--- config.mk ---
export PLATFORM = sky130hd
export DESIGN_NAME = tape_conditioner_flat
export DESIGN_NICKNAME = d
export VERILOG_FILES = /design/src/rtl/tape_conditioner_if.sv /design/src/rtl/tape_conditioner.sv /design/src/flat_wrapper.sv
export SDC_FILE = /design/constraint.sdc
export NUM_CORES = 1
export LEC_CHECK = 0
export CORE_ASPECT_RATIO = 1.4
export CORE_UTILIZATION = 57
export CTS_BUF_LIST = sky130_fd_sc_hd__clkbuf_16
export CTS_CLUSTER_DIAMETER = 100
export DETAILED_ROUTE_END_ITERATION = 16
export PLACE_DENSITY = 0.86
export SYNTH_ARGS = -nofsm -noshare
export SYNTH_HDL_FRONTEND = slang
export SYNTH_SLANG_ARGS = --single-unit
export TNS_END_PERCENT = 100
--- constraint.sdc ---
create_clock -name clock -period 2.3 [get_ports clock]
set_clock_uncertainty 0.1 [all_clocks]
set_input_delay 0.345 -clock clock [delete_from_list [all_inputs] [get_ports clock]]
set_output_delay 0.345 -clock clock [all_outputs]
set_load 0.05 [all_outputs]
--- src/rtl/tape_conditioner_if.sv ---
// Bundle of tape ADC inputs and conditioned outputs shared by tape_conditioner and its users.
// The slave modport is the conditioner's view; the master modport is the ADC/glue side.
interface tape_conditioner_if #(
    parameter int unsigned PERIOD_W = 16
) ();
    logic                adc_dout;
    logic                adc_active;
    logic                tape;
    logic                rise;
    logic                fall;
    logic [PERIOD_W-1:0] period;
    logic                period_valid;
    logic                active;

    modport master (
        output adc_dout, adc_active,
        input  tape, rise, fall, period, period_valid, active
    );

    modport slave (
        input  adc_dout, adc_active,
        output tape, rise, fall, period, period_valid, active
    );
endinterface

--- src/rtl/tape_conditioner.sv ---
// Cassette input conditioner: synchronises the ADC comparator level, applies a persistence
// filter, emits edge strobes, measures rise-to-rise period and keeps a tape-activity flag.
module tape_conditioner #(
    parameter int unsigned FILTER_LEN  = 64,
    parameter int unsigned ACT_TIMEOUT = 1048576,
    parameter int unsigned PERIOD_W    = 16,
    parameter bit          INVERT      = 1'b1
) (
    input logic               clock,
    input logic               reset,
    tape_conditioner_if.slave bus
);
    localparam int unsigned FCNT_W = $clog2(FILTER_LEN);
    localparam int unsigned ACNT_W = $clog2(ACT_TIMEOUT + 1);

    localparam logic [FCNT_W-1:0]   FCNT_LAST = FCNT_W'(FILTER_LEN - 1);
    localparam logic [ACNT_W-1:0]   ACNT_LOAD = ACNT_W'(ACT_TIMEOUT);
    localparam logic [PERIOD_W-1:0] PCNT_MAX  = '1;

    logic [1:0]          sync_dout_q, sync_dout_d;
    logic [1:0]          sync_act_q, sync_act_d;
    logic                filt_q, filt_d;
    logic                filt_dly_q, filt_dly_d;
    logic [FCNT_W-1:0]   fcnt_q, fcnt_d;
    logic                have_edge_q, have_edge_d;
    logic [PERIOD_W-1:0] pcnt_q, pcnt_d;
    logic [PERIOD_W-1:0] period_q, period_d;
    logic                period_valid_q, period_valid_d;
    logic [ACNT_W-1:0]   acnt_q, acnt_d;

    logic raw;
    logic rise;
    logic fall;

    always_comb begin
        // NOTE: every signal assigned here gets a default first so no path leaves it
        // unassigned, which would otherwise infer a latch.
        sync_dout_d    = {sync_dout_q[0], bus.adc_dout};
        sync_act_d     = {sync_act_q[0], bus.adc_active};
        filt_d         = filt_q;
        fcnt_d         = '0;
        filt_dly_d     = filt_q;
        have_edge_d    = have_edge_q;
        pcnt_d         = pcnt_q;
        period_d       = period_q;
        period_valid_d = 1'b0;
        acnt_d         = acnt_q;

        // An inactive ADC reads as level 0 and is filtered like any other level.
        raw = sync_dout_q[1] & sync_act_q[1];

        if (raw != filt_q) begin
            if (fcnt_q == FCNT_LAST) begin
                filt_d = ~filt_q;
            end else begin
                fcnt_d = fcnt_q + 1'b1;
            end
        end

        rise = filt_q & ~filt_dly_q;
        fall = ~filt_q & filt_dly_q;

        if (rise) begin
            pcnt_d      = {{(PERIOD_W-1){1'b0}}, 1'b1};
            have_edge_d = 1'b1;
            if (have_edge_q) begin
                period_d       = pcnt_q;
                period_valid_d = 1'b1;
            end
        end else if (have_edge_q && pcnt_q != PCNT_MAX) begin
            pcnt_d = pcnt_q + 1'b1;
        end

        // Reload has priority so activity is extended even when the counter is about to expire.
        if (rise || fall) begin
            acnt_d = ACNT_LOAD;
        end else if (acnt_q != '0) begin
            acnt_d = acnt_q - 1'b1;
        end
    end

    always_ff @(posedge clock) begin
        // NOTE: sequential state uses non-blocking assignments so every flop samples the
        // pre-edge values regardless of statement order.
        if (reset) begin
            sync_dout_q    <= '0;
            sync_act_q     <= '0;
            filt_q         <= 1'b0;
            filt_dly_q     <= 1'b0;
            fcnt_q         <= '0;
            have_edge_q    <= 1'b0;
            pcnt_q         <= '0;
            period_q       <= '0;
            period_valid_q <= 1'b0;
            acnt_q         <= '0;
        end else begin
            sync_dout_q    <= sync_dout_d;
            sync_act_q     <= sync_act_d;
            filt_q         <= filt_d;
            filt_dly_q     <= filt_dly_d;
            fcnt_q         <= fcnt_d;
            have_edge_q    <= have_edge_d;
            pcnt_q         <= pcnt_d;
            period_q       <= period_d;
            period_valid_q <= period_valid_d;
            acnt_q         <= acnt_d;
        end
    end

    assign bus.tape         = filt_q ^ INVERT;
    assign bus.rise         = rise;
    assign bus.fall         = fall;
    assign bus.period       = period_q;
    assign bus.period_valid = period_valid_q;
    assign bus.active       = (acnt_q != '0);
endmodule

--- src/flat_wrapper.sv ---
// flat-port wrapper written by rule: the top's interface ports become plain ports
module tape_conditioner_flat 
#(
    parameter int unsigned FILTER_LEN  = 64,
    parameter int unsigned ACT_TIMEOUT = 1048576,
    parameter int unsigned PERIOD_W    = 16,
    parameter bit          INVERT      = 1'b1
)
  (clock, reset, bus_adc_dout, bus_adc_active, bus_tape, bus_rise, bus_fall, bus_period, bus_period_valid, bus_active);
  tape_conditioner_if #(.PERIOD_W(PERIOD_W)) bus_i ();
  input logic clock;
  input logic reset;
  input wire logic [$bits(bus_i.adc_dout)-1:0] bus_adc_dout;
  input wire logic [$bits(bus_i.adc_active)-1:0] bus_adc_active;
  output wire logic [$bits(bus_i.tape)-1:0] bus_tape;
  output wire logic [$bits(bus_i.rise)-1:0] bus_rise;
  output wire logic [$bits(bus_i.fall)-1:0] bus_fall;
  output wire logic [$bits(bus_i.period)-1:0] bus_period;
  output wire logic [$bits(bus_i.period_valid)-1:0] bus_period_valid;
  output wire logic [$bits(bus_i.active)-1:0] bus_active;
  assign bus_i.adc_dout = bus_adc_dout;
  assign bus_i.adc_active = bus_adc_active;
  assign bus_tape = bus_i.tape;
  assign bus_rise = bus_i.rise;
  assign bus_fall = bus_i.fall;
  assign bus_period = bus_i.period;
  assign bus_period_valid = bus_i.period_valid;
  assign bus_active = bus_i.active;
  tape_conditioner #(.FILTER_LEN(FILTER_LEN), .ACT_TIMEOUT(ACT_TIMEOUT), .PERIOD_W(PERIOD_W), .INVERT(INVERT)) u_core (.clock(clock), .reset(reset), .bus(bus_i));
endmodule
==> results of run 1 <==
-- cell type report --
class	instances	share of cell area, %
Clock buffer	9	5.83
Timing Repair Buffer	37	8.84
Sequential cell	67	35.0
Multi-Input combinational cell	267	44.4
Tap cell	66	2.14
Inverter	8	0.777
Clock inverter	7	3.01
-- routing by layer --
| metal | GRT usage, % | routed length [um] | up-vias | share of wire, % |
|---|---|---|---|---|
| met4 | 17.4 | 283 | 0 | 3.7 |
| met5 | 0 | 0 | - | 0 |
| met3 | 8.16 | 327 | 28 | 4.3 |
| met1 | 26.2 | 2890 | 1315 | 38 |
| li1 | - | - | 1369 | - |
| met2 | 51.9 | 4080 | 86 | 54 |
-- stage by stage --
step / total power, mW / setup WS [ns] / cell area (um2) / hold slack [ns]
2_1_floorplan: 2.43 / 0.196 / 3070 / 0.314
3_3_place_gp: 2.65 / 0.204 / 3390 / 0.318
3_5_place_dp: 2.70 / 0.133 / 3390 / 0.327
4_1_cts: 4.46 / -0.00856 / 3830 / 0.351
5_1_grt: 4.81 / -0.0497 / 3860 / 0.362
6_report: 4.63 / 0.00199 / 3860 / 0.351
-- final timing paths --
| kind | cells past startpoint | endpoint | slack (ns) |
|---|---|---|---|
| worst min register to register | 1 | u_core.fcnt_q[0] | 0.35 |
| worst max-delay path | 4 | bus_active | 0.002 |
| worst min-delay path | 1 | u_core.fcnt_q[0] | 0.35 |
| worst max register to register | 7 | u_core.acnt_q[10] | 0.22 |
-- cell families after synthesis --
group	after synthesis	share of synthesized area, %
compound gates	76	15.0
simple gates	170	31.1
xor+xnor	6	1.71
flops	67	43.6
buf+inv	22	3.13
fa+ha+maj	6	2.44
mux	9	2.93
-- power by group through the flow --
stage	combinational [mW]	sequential, mW	clock, mW
global route	1.65	1.53	1.63
detailed placement	1.22	1.48	0
finish	1.54	1.52	1.57
floorplan	1.01	1.42	0
CTS	1.40	1.48	1.58
global placement	1.18	1.46	0
-- timing repair --
action | CTS | global route
pin swaps | 3 | 4
gates resized for setup | 16 | 8
buffers inserted | 4 | 1
endpoints found under the setup margin | 2 | 2
-- cell usage in the layout, fill, tap and decap left out, drive strengths merged, types with 3 or more instances in the layout --
master         synthesis  layout
bufinv                 0       3
nand3                 14      14
xnor2                  4       4
a21oi                 41      41
dfxtp                 67      67
or3                   14      14
or4                   13      13
o21ai                 15      15
nand2b                11      11
ha                     6       6
clkdlybuf4s50          0      22
inv                    8      10
nor3                   9       9
nor4                  12      12
nand4                  5       5
clkbuf                 9       9
o31ai                  8       8
and3                   4       4
nand2                 56      56
nor2                  16      16
mux2i                  9       9
buf                    5      14
nor2b                  5       5
-- flip-flops by register name, indices dropped and copies added, names as in the netlist, 2 cells and up --
register / cells
u_core.sync_act_q: 2
u_core.fcnt_q: 6
u_core.bus.period: 16
u_core.acnt_q: 21
u_core.pcnt_q: 16
u_core.sync_dout_q: 2
-- critical path, stage by stage, from the launching register on --
cell and delay [ns]:
dfxtp_1 0.38, nor4_4 0.37, nand3_2 0.17, or3_4 0.44, buf_8 0.16
==> flow_metrics.env, run 1 <==
export IMPL_endpoint_kind="output port"
export IMPL_crit_type="register to output port"
export IMPL_combinationalPowerShare_pct=33.3
export IMPL_synth_nets=366
export IMPL_r2r_start="u_core.acnt_q[0]"
export IMPL_multi_input_comb_area_um2=1720
export IMPL_dieArea_um2=5700
export IMPL_fin_crit_sh_pct=99.9
export IMPL_routabilityCongestion=0.860
export IMPL_num_rows=31
export IMPL_seq_area_frac_synth_pct=43.6
export IMPL_dp_hpwl_um=4600
export IMPL_synth_yosys_warnings=0
export IMPL_drt_total_wl_um=7570
export IMPL_syn_avg_cell_area_um2=8.64
export IMPL_via_per_inst=6.07
export IMPL_grt_setup_unrepaired="yes"
export IMPL_crit_start="u_core.acnt_q[13]"
export IMPL_path_clk_slew_ns=0.06
export IMPL_cts_max_path_buffers=2
export IMPL_final_hold_viol_count=0
export IMPL_synth_area_um2=3070
export IMPL_synth_cell_types=53
export IMPL_cts_num_sinks=67
export IMPL_drc_errors=0
export IMPL_finalSetupViolations=0
export IMPL_hold_path_class="register to register"
export IMPL_hold_start="u_core.fcnt_q[0]"
export IMPL_initial_core_util_pct=59.1
export IMPL_max_cap_violations=0
export IMPL_nFillCells=354
export IMPL_max_slew_margin_rel_pct=61.3
export IMPL_fin_util_pct=74.3
export IMPL_n_antenna_cell=0
export IMPL_ctsHoldBuffers=0
export IMPL_ys_ff_latch=67
export IMPL_grt_pass1_vias=2640
export IMPL_p_seq_share_pct=32.8
export IMPL_yosysMostFrequentCell="dfxtp_1"
export IMPL_regArea_um2=1350
export IMPL_synth_flop_cell="dfxtp_1"
export IMPL_port_buffers=24
export IMPL_area_delta_synth_final_pct=25.6
export IMPL_fin_setup_tns_ns=0
export IMPL_drtIter0Drc=182
export IMPL_avgRoutedWirePerCell_um=16.4
export IMPL_cts_inserted_buffers=9
export IMPL_grt_pass1_wl_um=11800
export IMPL_worstMarginPinSlew_ns=0.580
export IMPL_cts_tree="yes"
export IMPL_vias=2798
export IMPL_placeableCoreArea_um2=5200
export IMPL_drv_slew=0
export IMPL_worstPathMaxFanout=7
export IMPL_ant_nets=0
export IMPL_cp_arrival_ns=1.85
export IMPL_p_per_area_nw_per_um2=1200
export IMPL_grt_overflow=0
export IMPL_min_period_ns=2.30
export IMPL_p_int_mw=3.04
export IMPL_power_switching_mw=1.58
export IMPL_fp_dieW_um=64.1
export IMPL_yosysTopAreaCell="dfxtp_1"
export IMPL_synth_area_leaders="dfxtp_1 (44%), nand2_1 (6.8%), a21oi_1 (6.7%), mux2i_1 (2.9%), or4_1 (2.9%)"
export IMPL_layout_cells_non_filler=461
export IMPL_htreeDepth=3
export IMPL_start_kind="register"
export IMPL_netSwitchingFraction_pct=34.2
export IMPL_fmax_ghz=0.435
export IMPL_synthArstFlopShare_pct=0
export IMPL_p_leak_nw=1.36
export IMPL_insertion_delay_ns=0.33
export IMPL_dp_cells=440
export IMPL_grt_total_usage_pct=27.6
export IMPL_synth_common_cells="dfxtp_1 (67), nand2_1 (56), a21oi_1 (41)"
export IMPL_grt_max_degree=19
export IMPL_ios=25
export IMPL_dr_pass1_iters=5
export IMPL_synthCells=356
export IMPL_fin_nets=400
export IMPL_critPathRequiredTime_ns=1.86
export IMPL_synth_top_cell_area_share_pct=43.6
export IMPL_vdd_drop_max_mv=1.04
export IMPL_clockPowerShare_pct=33.9
export IMPL_cts_root_buffer_cell="clkbuf_16"
export IMPL_die_h_um=88.9
export IMPL_status="complete, no violations"
export IMPL_drive_gt1_share_pct=14.7
export IMPL_antenna_found_initial=0
export IMPL_synth_edff_count=0
Power figures use the tool's default switching activity.
==> run 2, diff against run 1 <==
--- a/config.mk
+++ b/config.mk
@@ -6,11 +6,12 @@
 export NUM_CORES = 1
 export LEC_CHECK = 0
 export CORE_ASPECT_RATIO = 1.4
-export CORE_UTILIZATION = 57
+export CORE_UTILIZATION = 58
 export CTS_BUF_LIST = sky130_fd_sc_hd__clkbuf_16
 export CTS_CLUSTER_DIAMETER = 100
 export DETAILED_ROUTE_END_ITERATION = 16
-export PLACE_DENSITY = 0.86
+export DONT_BUFFER_PORTS = 1
+export PLACE_DENSITY = 0.82
 export SYNTH_ARGS = -nofsm -noshare
 export SYNTH_HDL_FRONTEND = slang
 export SYNTH_SLANG_ARGS = --single-unit
==> run 2 against run 1 <==
Against the previous run:
- clock-buffer cell count did not move
- non-clock buffer count fell by 27
- wire length fell by 9.7%
- via count fell by 4.3%
- critical path depth fell by 1
- total power fell by 5.5%
- critical path type unchanged
- highest routed layer unchanged
==> flow_metrics.env, run 2 (synthesized netlist as in run 1, its figures left out) <==
export IMPL_status="complete, no violations"
export IMPL_grt_max_degree=27
export IMPL_grt_pass1_wl_um=11200
export IMPL_final_common_cell="dfxtp_1"
export IMPL_hold_path_class="input port to register"
export IMPL_area_delta_synth_final_pct=15.7
export IMPL_wl_met1_um=2670
export IMPL_die_h_um=88.1
export IMPL_regArea_um2=1350
export IMPL_port_buffers=0
export IMPL_antenna_found_initial=0
export IMPL_drv_slew=0
export IMPL_fin_area_um2=3560
export IMPL_num_rows=31
export IMPL_max_cap_violations=0
export IMPL_largest_register="u_core.acnt_q"
export IMPL_cts_root_buffer_cell="clkbuf_16"
export IMPL_finalSetupViolations=0
export IMPL_grt_setup_unrepaired="no"
export IMPL_fmax_ghz=0.441
export IMPL_final_hold_viol_count=0
export IMPL_ant_nets=0
export IMPL_ios=25
export IMPL_drc_errors=0
export IMPL_drive_gt1_share_pct=12.5
export IMPL_grt_overflow=0
export IMPL_fin_util_pct=69.5
export IMPL_grt_pass1_vias=2530
export IMPL_grt_total_usage_pct=25.8
export IMPL_dp_cells=416
export IMPL_endpoint_kind="output port"
export IMPL_fin_ws_ns=0.0348
export IMPL_largest_reg_flops=21
export IMPL_drtIter0Drc=186
export IMPL_initial_core_util_pct=60.0
export IMPL_wl_met3_um=237
export IMPL_dieArea_um2=5600
export IMPL_routabilityCongestion=0.889
export IMPL_layout_common_cells="dfxtp_1 (65), nand2_1 (56), a21oi_1 (41)"
export IMPL_drt_total_wl_um=6840
export IMPL_path_clk_slew_ns=0.06
export IMPL_nFillCells=384
export IMPL_p_leak_nw=1.22
export IMPL_n_antenna_cell=0
export IMPL_worstPathMaxFanout=4
export IMPL_placed_cell_area_um2=3150
export IMPL_via_per_inst=6.19
export IMPL_max_slew_margin_rel_pct=40.7
export IMPL_dp_slack_ns=0.147
export IMPL_multi_input_comb_area_um2=1680
export IMPL_dr_pass1_iters=5
export IMPL_cts_max_path_buffers=2
export IMPL_hold_worst_slack_ns=0.0499
export IMPL_fin_crit_sh_pct=98.5
export IMPL_fp_dieW_um=63.5
export IMPL_highest_layer="met4"
export IMPL_vdd_drop_max_mv=1.04
export IMPL_start_kind="register"
export IMPL_p_per_area_nw_per_um2=1230
export IMPL_cts_num_sinks=67
export IMPL_fin_setup_tns_ns=0
export IMPL_dp_hpwl_um=4580
export IMPL_power_total_mw=4.37
export IMPL_cp_arrival_ns=1.82
export IMPL_cts_tree="yes"
export IMPL_avgRoutedWirePerCell_um=15.8
export IMPL_placeableCoreArea_um2=5120
export IMPL_worstMarginPinSlew_ns=0.886
export IMPL_fin_nets=373
export IMPL_crit_type="register to output port"
export IMPL_htreeDepth=3
export IMPL_cts_inserted_buffers=9
export IMPL_layout_cells_non_filler=433
export IMPL_insertion_delay_ns=0.33
export IMPL_min_period_ns=2.27
export IMPL_critPathRequiredTime_ns=1.86
export IMPL_wl_met2_um=3770
export IMPL_vias=2679
## run 2: cell types whose count changed in the layout (fill, tap and decap cells not counted), moves of 2 or more
cell             previous run  this run
buf_4                      13         9
clkdlybuf4s50_1            22         0
clkinvlp_4                  0         2
dfxtp_1                    62        65
dfxtp_2                     4         1
## run 2: cell type report
class	instances	share of cell area, %
multi-input cells	267	47.2
flip-flops and latches	67	37.9
clock buffers	9	6.33
clock inverters	6	3.20
well taps	66	2.32
repair buffers	10	2.18
inverters	8	0.915
## run 2: final timing paths
kind                              start               endpoint  slack, ns  depth (start not counted)
setup / recovery      u_core.acnt_q[19]             bus_active       0.03                          3
hold / removal             bus_adc_dout  u_core.sync_dout_q[0]       0.05                          1
setup reg to reg       u_core.acnt_q[0]      u_core.acnt_q[15]       0.18                          5
hold reg to reg   u_core.sync_dout_q[0]  u_core.sync_dout_q[1]       0.35                          1
## run 2: repair_timing
action,4_1_cts,5_1_grt
buffers inserted,0,1
resized for setup,7,6
endpoints found under the setup margin,1,1
hold buffers,1,0
pin swaps,1,2
hold endpoints to repair,26,0
cloned,0,0
## run 2: per-layer routing
layer,track usage [%],vias up
met4,12.6,0
li1,-,1309
met5,0,-
met1,25.3,1288
met2,50.1,65
met3,5.73,17
## run 2: critical path, cell delays in order (launching register included)
cell     delay (ns)
dfxtp_1        0.33
nor4_1         0.40
nand3_1        0.22
or3_4          0.54
## run 2: where the power goes
group | internal, mW | switching (mW) | leakage, nW
logic | 0.561 | 0.749 | 0.522
registers | 1.30 | 0.202 | 0.544
clock network | 1.06 | 0.508 | 0.158
total | 2.91 | 1.46 | 1.22
==> run 3, diff against run 2 <==
--- a/config.mk
+++ b/config.mk
@@ -11,7 +11,7 @@
 export CTS_CLUSTER_DIAMETER = 100
 export DETAILED_ROUTE_END_ITERATION = 16
 export DONT_BUFFER_PORTS = 1
-export PLACE_DENSITY = 0.82
+export PLACE_DENSITY = 0.74
 export SYNTH_ARGS = -nofsm -noshare
 export SYNTH_HDL_FRONTEND = slang
 export SYNTH_SLANG_ARGS = --single-unit
==> run 3 against run 2 <==
Against the previous run:
- critical path depth up 1
- sequential share of layout area up 0.31 points
- core utilization down 0.56 points
- cell count down 0.23%
- via count down 1.7%
- clock-buffer cell count unchanged
- die area unchanged
- sequential power about the same
- total power down 3.1%
- first-iteration DRC count down 13%
- combinational power about the same
==> flow_metrics.env, run 3 (synthesized netlist as in run 1, its figures left out) <==
export IMPL_cts_num_sinks=67
export IMPL_avgRoutedWirePerCell_um=16.1
export IMPL_netSwitchingFraction_pct=35.6
export IMPL_p_per_area_nw_per_um2=1200
export IMPL_hold_worst_slack_ns=0.0501
export IMPL_fin_nets=371
export IMPL_fmax_ghz=0.444
export IMPL_status="complete, no violations"
export IMPL_n_antenna_cell=0
export IMPL_grt_pass1_wl_um=10700
export IMPL_worstPathMaxFanout=5
export IMPL_min_period_ns=2.25
export IMPL_vdd_drop_max_mv=0.960
export IMPL_worstMarginPinSlew_ns=0.909
export IMPL_cts_tree="yes"
export IMPL_cp_arrival_ns=1.81
export IMPL_htreeDepth=3
export IMPL_p_leak_nw=1.21
export IMPL_dp_hpwl_um=4520
export IMPL_dieArea_um2=5600
export IMPL_cts_root_buffer_cell="clkbuf_16"
export IMPL_path_clk_slew_ns=0.06
export IMPL_finalSetupViolations=0
export IMPL_placeableCoreArea_um2=5120
export IMPL_drtIter0Drc=162
export IMPL_fp_dieW_um=63.5
export IMPL_clockPowerShare_pct=33.5
export IMPL_drc_errors=0
export IMPL_max_cap_violations=0
export IMPL_endpoint_kind="output port"
export IMPL_max_slew_margin_rel_pct=39.2
export IMPL_p_seq_share_pct=35.5
export IMPL_num_rows=31
export IMPL_final_common_cell="dfxtp_1"
export IMPL_cts_inserted_buffers=9
export IMPL_insertion_delay_ns=0.33
export IMPL_vias=2633
export IMPL_critPathRequiredTime_ns=1.86
export IMPL_drive_gt1_share_pct=12.6
export IMPL_cts_setup_buffers=0
export IMPL_grt_pass1_vias=2398
export IMPL_area_delta_synth_final_pct=14.7
export IMPL_power_total_mw=4.24
export IMPL_dr_pass1_iters=4
export IMPL_ios=25
export IMPL_grt_overflow=0
export IMPL_grt_max_degree=27
export IMPL_port_buffers=0
export IMPL_drv_slew=0
export IMPL_initial_core_util_pct=60.0
export IMPL_start_kind="register"
export IMPL_largest_register="u_core.acnt_q"
export IMPL_die_h_um=88.1
export IMPL_via_per_inst=6.09
export IMPL_drt_total_wl_um=6930
export IMPL_cts_max_path_buffers=2
export IMPL_p_int_mw=2.73
export IMPL_crit_type="register to output port"
export IMPL_fin_crit_sh_pct=97.8
export IMPL_grt_total_usage_pct=24.9
export IMPL_hold_path_class="input port to register"
export IMPL_power_switching_mw=1.51
export IMPL_routabilityCongestion=0.834
export IMPL_combinationalPowerShare_pct=31.0
export IMPL_antenna_found_initial=0
export IMPL_fin_area_um2=3530
export IMPL_layout_common_cells="dfxtp_1 (65), nand2_1 (56), a21oi_1 (41)"
export IMPL_largest_reg_flops=21
export IMPL_ant_nets=0
export IMPL_final_hold_viol_count=0
export IMPL_placed_cell_area_um2=3140
[run 3: timing repair]
| action | in CTS | in global routing |
|---|---|---|
| endpoints found under the setup margin | 1 | 1 |
| hold buffers | 1 | 0 |
| cloned | 0 | 0 |
| gates resized for setup | 6 | 9 |
| hold endpoints to repair | 26 | 0 |
| pin swaps | 1 | 1 |
[run 3: worst max-delay path, stage by stage, from the launching register on]
cell and delay (ns):
dfxtp_4 0.36, inv_4 0.07, ha_4 0.13, or4b_4 0.47
or3_4 0.45
[run 3: per-stage QoR]
step | cells | utilization, % | TNS [ns] | setup WS, ns
finish | 432 | 68.9 | 0 | 0.0495
detailed placement | 415 | 61.4 | 0 | 0.182
global route | 432 | 68.9 | -0.0155 | -0.0155
global placement | 415 | 61.4 | 0 | 0.190
CTS | 432 | 68.0 | 0 | 0.00944
floorplan | 356 | - | 0 | 0.196
[run 3: power by group through the flow]
| stage | sequential, mW | combinational, mW | clock (mW) |
|---|---|---|---|
| after global placement | 1.47 | 1.17 | 0 |
| after global routing | 1.53 | 1.44 | 1.49 |
| after detailed placement | 1.48 | 1.19 | 0 |
| final | 1.50 | 1.32 | 1.42 |
| after CTS | 1.46 | 1.24 | 1.44 |
| after floorplan | 1.42 | 1.01 | 0 |
[run 3: per-layer routing]
layer	GRT usage, %	share of wire (%)	vias to the layer above
met1	24.4	39	1244
met5	0	0	-
li1	-	-	1304
met2	47.3	55	70
met3	5.86	3.6	15
met4	14.0	2.6	0
[run 3: worst paths after layout]
kind                          from                     to  slack [ns]  depth (start not counted)
max               u_core.acnt_q[0]             bus_active        0.05                          4
min                 bus_adc_active   u_core.sync_act_q[0]        0.05                          1
max reg2reg       u_core.acnt_q[0]       u_core.acnt_q[5]        0.23                          7
min reg2reg  u_core.sync_dout_q[0]  u_core.sync_dout_q[1]        0.34                          1
[run 3: final cells by class]
cell class | count | area (um2)
Multi-Input combinational cell | 267 | 1690
Fill cell | 405 | 1590
Sequential cell | 67 | 1350
Clock buffer | 9 | 225
Clock inverter | 7 | 83.8
Tap cell | 66 | 82.6
Timing Repair Buffer | 8 | 62.6
Inverter | 8 | 32.5
